$ cat src/rtl/vram_filler.sv
// vram_filler: paced VRAM window fill engine.
// Writes len words starting at base with a CONST / INCR / LFSR / CHECKER
// data pattern, one write every pace+2 cycles, one-shot or looping.
module vram_filler #(
    parameter int                ADDR_W    = 10,
    parameter int                DATA_W    = 16,
    parameter int                PACE_W    = 17,
    parameter logic [DATA_W-1:0] LFSR_TAPS = 16'hB400
) (
    input  logic              clk_i,
    input  logic              rstn_i,
    input  logic              start_i,
    input  logic              abort_i,
    input  logic [1:0]        mode_i,
    input  logic              loop_i,
    input  logic [ADDR_W-1:0] base_i,
    input  logic [ADDR_W:0]   len_i,
    input  logic [PACE_W-1:0] pace_i,
    input  logic [DATA_W-1:0] pattern_i,
    output logic              vram_cea_o,
    output logic [ADDR_W-1:0] vram_ada_o,
    output logic [DATA_W-1:0] vram_din_o,
    output logic              busy_o,
    output logic              done_o,
    output logic              wrap_o
);

    typedef enum logic [1:0] {IDLE, WAIT, WRITE, DONE} state_t;

    localparam logic [1:0] M_CONST = 2'd0;
    localparam logic [1:0] M_INCR  = 2'd1;
    localparam logic [1:0] M_LFSR  = 2'd2;

    localparam logic [ADDR_W-1:0] ADDR_ONE = 1;
    localparam logic [DATA_W-1:0] DATA_ONE = 1;
    localparam logic [ADDR_W:0]   REM_ONE  = 1;
    localparam logic [PACE_W-1:0] PACE_ONE = 1;

    state_t              state;
    logic [1:0]          mode_q;
    logic                loop_q;
    logic [ADDR_W-1:0]   base_q;
    logic [ADDR_W:0]     len_q;
    logic [PACE_W-1:0]   pace_q;
    logic [DATA_W-1:0]   first_q;
    logic [ADDR_W-1:0]   addr;
    logic [DATA_W-1:0]   data;
    logic [ADDR_W:0]     rem;
    logic [PACE_W-1:0]   cnt;
    logic [DATA_W-1:0]   first_val;
    logic [DATA_W-1:0]   next_data;

    // First word of a pass; an all-zero LFSR seed would lock up, so use 1.
    always_comb begin
        first_val = pattern_i;
        if (mode_i == M_LFSR && pattern_i == '0)
            first_val = DATA_ONE;
    end

    // Data step between consecutive words of one pass.
    always_comb begin
        next_data = data;
        case (mode_q)
            M_CONST: next_data = data;
            M_INCR:  next_data = data + DATA_ONE;
            M_LFSR:  next_data = {data[DATA_W-2:0], ^(data & LFSR_TAPS)};
            default: next_data = ~data;
        endcase
    end

    assign vram_ada_o = addr;
    assign vram_din_o = data;

    // Control FSM; all strobes and pulses are registered and default low.
    always_ff @(posedge clk_i or negedge rstn_i) begin
        if (!rstn_i) begin
            state      <= IDLE;
            mode_q     <= '0;
            loop_q     <= 1'b0;
            base_q     <= '0;
            len_q      <= '0;
            pace_q     <= '0;
            first_q    <= '0;
            addr       <= '0;
            data       <= '0;
            rem        <= '0;
            cnt        <= '0;
            vram_cea_o <= 1'b0;
            busy_o     <= 1'b0;
            done_o     <= 1'b0;
            wrap_o     <= 1'b0;
        end else begin
            vram_cea_o <= 1'b0;
            done_o     <= 1'b0;
            wrap_o     <= 1'b0;
            case (state)
                IDLE: begin
                    if (start_i && !abort_i) begin
                        mode_q  <= mode_i;
                        loop_q  <= loop_i;
                        base_q  <= base_i;
                        len_q   <= len_i;
                        pace_q  <= pace_i;
                        first_q <= first_val;
                        addr    <= base_i;
                        data    <= first_val;
                        rem     <= len_i;
                        cnt     <= pace_i;
                        busy_o  <= 1'b1;
                        if (len_i == '0) begin
                            state  <= DONE;
                            done_o <= 1'b1;
                        end else begin
                            state <= WAIT;
                        end
                    end
                end
                WAIT: begin
                    if (abort_i) begin
                        state  <= IDLE;
                        busy_o <= 1'b0;
                    end else if (cnt == '0) begin
                        state      <= WRITE;
                        vram_cea_o <= 1'b1;
                    end else begin
                        cnt <= cnt - PACE_ONE;
                    end
                end
                WRITE: begin
                    if (abort_i) begin
                        state  <= IDLE;
                        busy_o <= 1'b0;
                    end else if (rem == REM_ONE) begin
                        if (loop_q) begin
                            // Every pass restarts from identical state.
                            addr   <= base_q;
                            data   <= first_q;
                            rem    <= len_q;
                            cnt    <= pace_q;
                            wrap_o <= 1'b1;
                            state  <= WAIT;
                        end else begin
                            done_o <= 1'b1;
                            state  <= DONE;
                        end
                    end else begin
                        addr  <= addr + ADDR_ONE;
                        data  <= next_data;
                        rem   <= rem - REM_ONE;
                        cnt   <= pace_q;
                        state <= WAIT;
                    end
                end
                default: begin
                    state  <= IDLE;
                    busy_o <= 1'b0;
                end
            endcase
        end
    end

endmodule

$ cat config.mk
export PLATFORM = sky130hd
export DESIGN_NAME = vram_filler
export DESIGN_NICKNAME = d
export VERILOG_FILES = /design/src/rtl/vram_filler.sv
export SDC_FILE = /design/constraint.sdc
export NUM_CORES = 1
export LEC_CHECK = 0
export ABC_CLOCK_PERIOD_IN_PS = 4900
export CAP_MARGIN = 20
export CORE_MARGIN = 2
export CORE_UTILIZATION = 62
export CTS_BUF_LIST = sky130_fd_sc_hd__clkbuf_2 sky130_fd_sc_hd__clkbuf_4 sky130_fd_sc_hd__clkbuf_8
export CTS_CLUSTER_DIAMETER = 120
export DETAILED_ROUTE_END_ITERATION = 10
export PLACE_DENSITY_LB_ADDON = 0.25
export RECOVER_POWER = 50
export SYNTH_ARGS = -nofsm -noshare
export SYNTH_HDL_FRONTEND = slang
export SYNTH_SLANG_ARGS = --single-unit
$ cat constraint.sdc
create_clock -name clk_i -period 4.9 [get_ports clk_i]
set_clock_uncertainty 0.1 [all_clocks]
set_input_delay 0.98 -clock clk_i [delete_from_list [all_inputs] [get_ports clk_i]]
set_output_delay 0.98 -clock clk_i [all_outputs]
set_load 0.05 [all_outputs]
# Yosys cells after proc, flatten, opt, wreduce, memory -nomap -nowiden
# Cells that the tools add are included.
[totals] output_inout_bits=30 inputBits=61 register_bits=117 elab_cells=100
[op_classes] muxes=48 addsub=4 bitwise=1 n_reduce_logical=18 n_eq_ne=14
[op_table] cell="17-bit 2-to-1 mux" count=6
[op_table] cell="16-bit 2-to-1 mux" count=5
[op_table] cell="17-bit case mux with 3 select lines" count=1
[op_table] cell="16-bit case mux with 3 select lines" count=1
[op_table] cell="11-bit 2-to-1 mux" count=4
[op_table] cell="10-bit 2-to-1 mux" count=4
[op_table] cell="16-bit case mux with 2 select lines" count=1
[op_table] cell="11-bit case mux with 2 select lines" count=1
[op_table] cell="10-bit case mux with 2 select lines" count=1
[op_table] cell="17-bit logical NOT" count=1
[op_table] cell="17-bit by 1-bit subtractor with 17-bit output (second input constant)" count=1
[op_table] cell="16-bit by 1-bit adder with 16-bit output (second input constant)" count=1
[op_table] cell="16-bit logical NOT" count=1
[op_table] cell="16-bit NOT" count=1
[op_table] cell="16-bit XOR reduction" count=1
[op_table] cell="1-bit 2-to-1 mux" count=14
[op_table] cell="2-bit 2-to-1 mux" count=7
[op_table] cell="11-bit by 1-bit equality test with 1-bit output (second input constant)" count=1
[op_table] cell="11-bit logical NOT" count=1
[op_table] cell="11-bit by 1-bit subtractor with 11-bit output (second input constant)" count=1
[op_table] cell="10-bit by 1-bit adder with 10-bit output (second input constant)" count=1
[op_table] cell="3-bit inequality test (second input constant)" count=3
[op_table] cell="2-bit inequality test (second input constant)" count=4
[op_table] cell="2-bit equality test (second input constant)" count=3
[op_table] cell="14 further kinds" count=20

# Depth between registers and ports, before layout
[logic_depth] word_depth=5 mapped_depth=10 mapped_depth_nobuf=7

# Least setup slack after synthesis
# OpenSTA, ideal clock, no wires.
[synth_path] kind="in2reg" start="input start_i" end="register cnt[12]" required_ps=4675 cell_stages=6 setup_time_ps=125 n_path_buf=1 setup_slack_ps=2431 t_arrival_ps=2244 path_cell_list="mux2i_1 > o32ai_1 > nand2_1 > a21oi_2 > buf_2 > mux2_2"
[synth_between] elab_chain_cells=3
[synth_rtl] element="start, declared" line_no="12" rtl="input logic start_i,"
[synth_rtl] element="1-bit logical AND" line_no="98" rtl="if (start_i && !abort_i) begin"
[synth_rtl] element="2-bit inequality test (no line)"
[synth_rtl] element="6-bit AND reduction (no line)"
[synth_rtl] element="end signal, assigned" line_no="108" rtl="cnt <= pace_i;"
[synth_rtl] element="end signal, assigned" line_no="126" rtl="cnt <= cnt - PACE_ONE;"
[synth_rtl] element="end signal, assigned" line_no="139" rtl="cnt <= pace_q;"
[synth_rtl] element="end, declared" line_no="49" rtl="logic [PACE_W-1:0] cnt;"
# No other way between the ends.
# A chain may end at the register's enable or synchronous reset.

# Worst setup path in the final report
[layout_path] start="input abort_i" end="register first_q[15]"
[layout_between] elab_chain_cells=3
[layout_rtl] element="start, declared" line_no="13" rtl="input logic abort_i,"
[layout_rtl] element="1-bit logical NOT" line_no="98"
[layout_rtl] element="1-bit logical AND" line_no="98"
[layout_rtl] element="2-bit AND reduction (no line)"
[layout_rtl] element="end signal, assigned" line_no="104" rtl="first_q <= first_val;"
[layout_rtl] element="end, declared" line_no="45" rtl="logic [DATA_W-1:0] first_q;"
# No other way between the ends.

==> qor.yml <==
run_status:
  outcome: "finished with violations"
  failed_checks: "max-capacitance violations, max-slew violations"
yosys:
  synth_area_um2: 7080
  yosysWarningCount: 0
  yosysMostFrequentCell: "dfrtp_1"
  yosysTopAreaCell: "dfrtp_1"
  synth_top_area_share: 0.413
  synthTopCellsByArea: "dfrtp_1, mux2_2, a31oi_1"
  seq_area_frac_synth: 0.413
  synth_seq_cells: 117
  syn_inst: 760
  synthTopCellsByCount: "dfrtp_1, mux2_2, nand2_1"
  synthDistinctLibCells: 69
  avgSynthCellArea_um2: 9.32
  synth-edff-count: 0
  synth-async-reset-ratio: 1.00
  synth_ff_type: "dfrtp_1"
  syn_nets: 834
layout:
  multi_input_area_um2: 3830
  layout-drive-gt1-share: 0.145
  areaGrowthSynthToFinish_pct: 18.7
  layoutNonFillerInstCount: 973
  seq_area_um2: 2930
  fillers: 827
  antennaDiodeCount: 0
  final_nets: 896
  design_area_um2: 8410
clock_network:
  clockBufferDepth: 2
  htreeDepth: 4
  clk_pin_slew_ns: 0.06
  cts_sinks: 117
  clkLatencyLatePin_ns: 0.45
  cts-root-buf: "clkbuf_8"
  ctsHoldBuffers: 0
  postCtsSetupRepairBufs: 0
  cts_resized: 0
  tritoncts: "built"
  cts_buffers: 17
floorplan:
  die-area_um2: 12300
  die_x_um: 111
  fp-row-count: 39
  initial_core_util: 0.628
  fp.coreArea_um2: 11300
  ios: 91
  die_h_um: 111
global_routing:
  grt_max_degree: 88
  overflow: 0
  grt_pass1_wl_um: 29900
  grt_pass1_vias: 6173
  grt_usage: 0.297
  antenna_found_initial: 0
power:
  cellLeakagePower_nw: 3.35
  peakVddDrop_v: 0.000494
  power_density_nw_per_um2: 702
timing:
  setup-tns-final_ns: 0
  fmax_ghz: 0.283
  hold_viol_final: 0
  fin_crit_ns: 3.53
  worstMarginPinSlew_ns: 1.69
  setup_viol: 0
  fin_crit_sh: 0.721
  slew_viol_final: 64
  grt_setup_unrepaired: "no"
  relSlewSlack: -0.124
setup_path:
  reg2reg_from: "state[1]"
  critPathSlowestCell: "nand3_1"
  worst_ep_arrival_time_ns: 3.76
  crit_chain: "clkdlybuf4s50_1 -> inv_1 -> nand3_1 -> buf_12 -> mux2_2"
  worstSetupStartpointType: "input pin"
  worst_ep_required_time_ns: 5.13
  setup.worst_path.class: "input pin to register"
  critical_path.startpoint: "abort_i"
  path_max_fanout: 32
  cpPeakStageDelay_ns: 1.15
  end_kind: "register"
run:
  maxCapViolCount: 2
placed_design:
  dp.cells: 945
  placed_area_um2: 8010
  dp_hpwl_um: 11900
  gp_congestion: 0.875
  portBuffers: 90
drt:
  wl_um: 17800
  wl_per_cell_um: 18.3
  drt_iter0_markers: 567
  dr.pass1.iters: 5
  ant_nets: 0
  drc: 0
  viasPerCell: 6.52
  vias: 6347
hold_path:
  min_from: "pace_q[11]"
  hold_class: "register to register"
[critical path, delay by kind of cell]
kind | cells | cell delay (ns)
buf+inv | 3 | 1.33
mux | 1 | 0.30
simple gates | 1 | 1.15
[through the flow]
step                hold slack, ns   util  power [mW]  setup WS, ns
floorplan                    0.342      -        4.14          2.43
global placement             0.365  0.711        4.79          1.58
detailed placement           0.372  0.711        4.95          1.51
CTS                          0.387  0.746        5.88          1.56
global route                 0.413  0.746        6.28         0.787
finish                       0.386  0.746        5.90          1.37
[layer usage]
layer  vias up  wire length (um)  track usage
li1       2945                 -            -
met1      3120              7380        0.383
met2       243              8900        0.495
met3        39              1150       0.0711
met4         0               398        0.103
met5         -                 0            0
[area by class of cell]
class,instances,share of cell area
clock buffer,22,0.0353
clock inverter,5,0.0119
inverter,28,0.0125
multi-input combinational,560,0.456
sequential,117,0.348
tap,143,0.0213
timing repair buffer,98,0.115
[state kept, by name, summed over array words and instances, names as in the netlist]
register and cells:
busy_o 1, len_q 11, vram_ada_o 10, vram_cea_o 1, state 2, pace_q 17, done_o 1, first_q 16
rem 11, vram_din_o 16, mode_q 2, wrap_o 1, base_q 10, loop_q 1, cnt 17
[power breakdown]
part / leakage [nW] / switching, mW / internal, mW
Sequential: 1.39 / 0.530 / 1.45
Combinational: 1.75 / 1.75 / 1.26
Clock: 0.206 / 0.374 / 0.547
[cell usage in the layout, fill, tap and decap left out, types with 9 or more instances in the layout]
cell / n
dfrtp_1: 117
clkdlybuf4s50_1: 81
mux2_2: 66
nand2_1: 63
nor2_1: 56
o21ai_0: 41
a31oi_1: 39
inv_1: 27
nand3_1: 26
a21oi_1: 23
o211ai_1: 23
clkbuf_8: 21
nand2b_1: 20
nor3_1: 16
nor4_1: 14
nand4_1: 12
ha_1: 12
or3_1: 11
mux2i_1: 10
nor2b_1: 10
o221ai_1: 9
[final timing paths]
path	end	slack [ns]	cells past startpoint
worst max-delay path	first_q[15]	1.37	5
worst min-delay path	pace_q[11]	0.39	2
worst max register to register	cnt[2]	1.50	7
worst min register to register	pace_q[11]	0.39	2
max in group asynchronous	cnt[1]	1.38	3
min in group asynchronous	base_q[6]	0.86	1
[cell families after synthesis]
logic type	synth area share
and+or+nand+nor	0.187
AOI/OAI and AO/OA	0.196
DFF	0.413
buffers and inverters	0.0459
muxes	0.121
adders and majority gates	0.0230
xor gates and xnor gates	0.0148
Note: power is estimated with default switching activity, not from simulation.
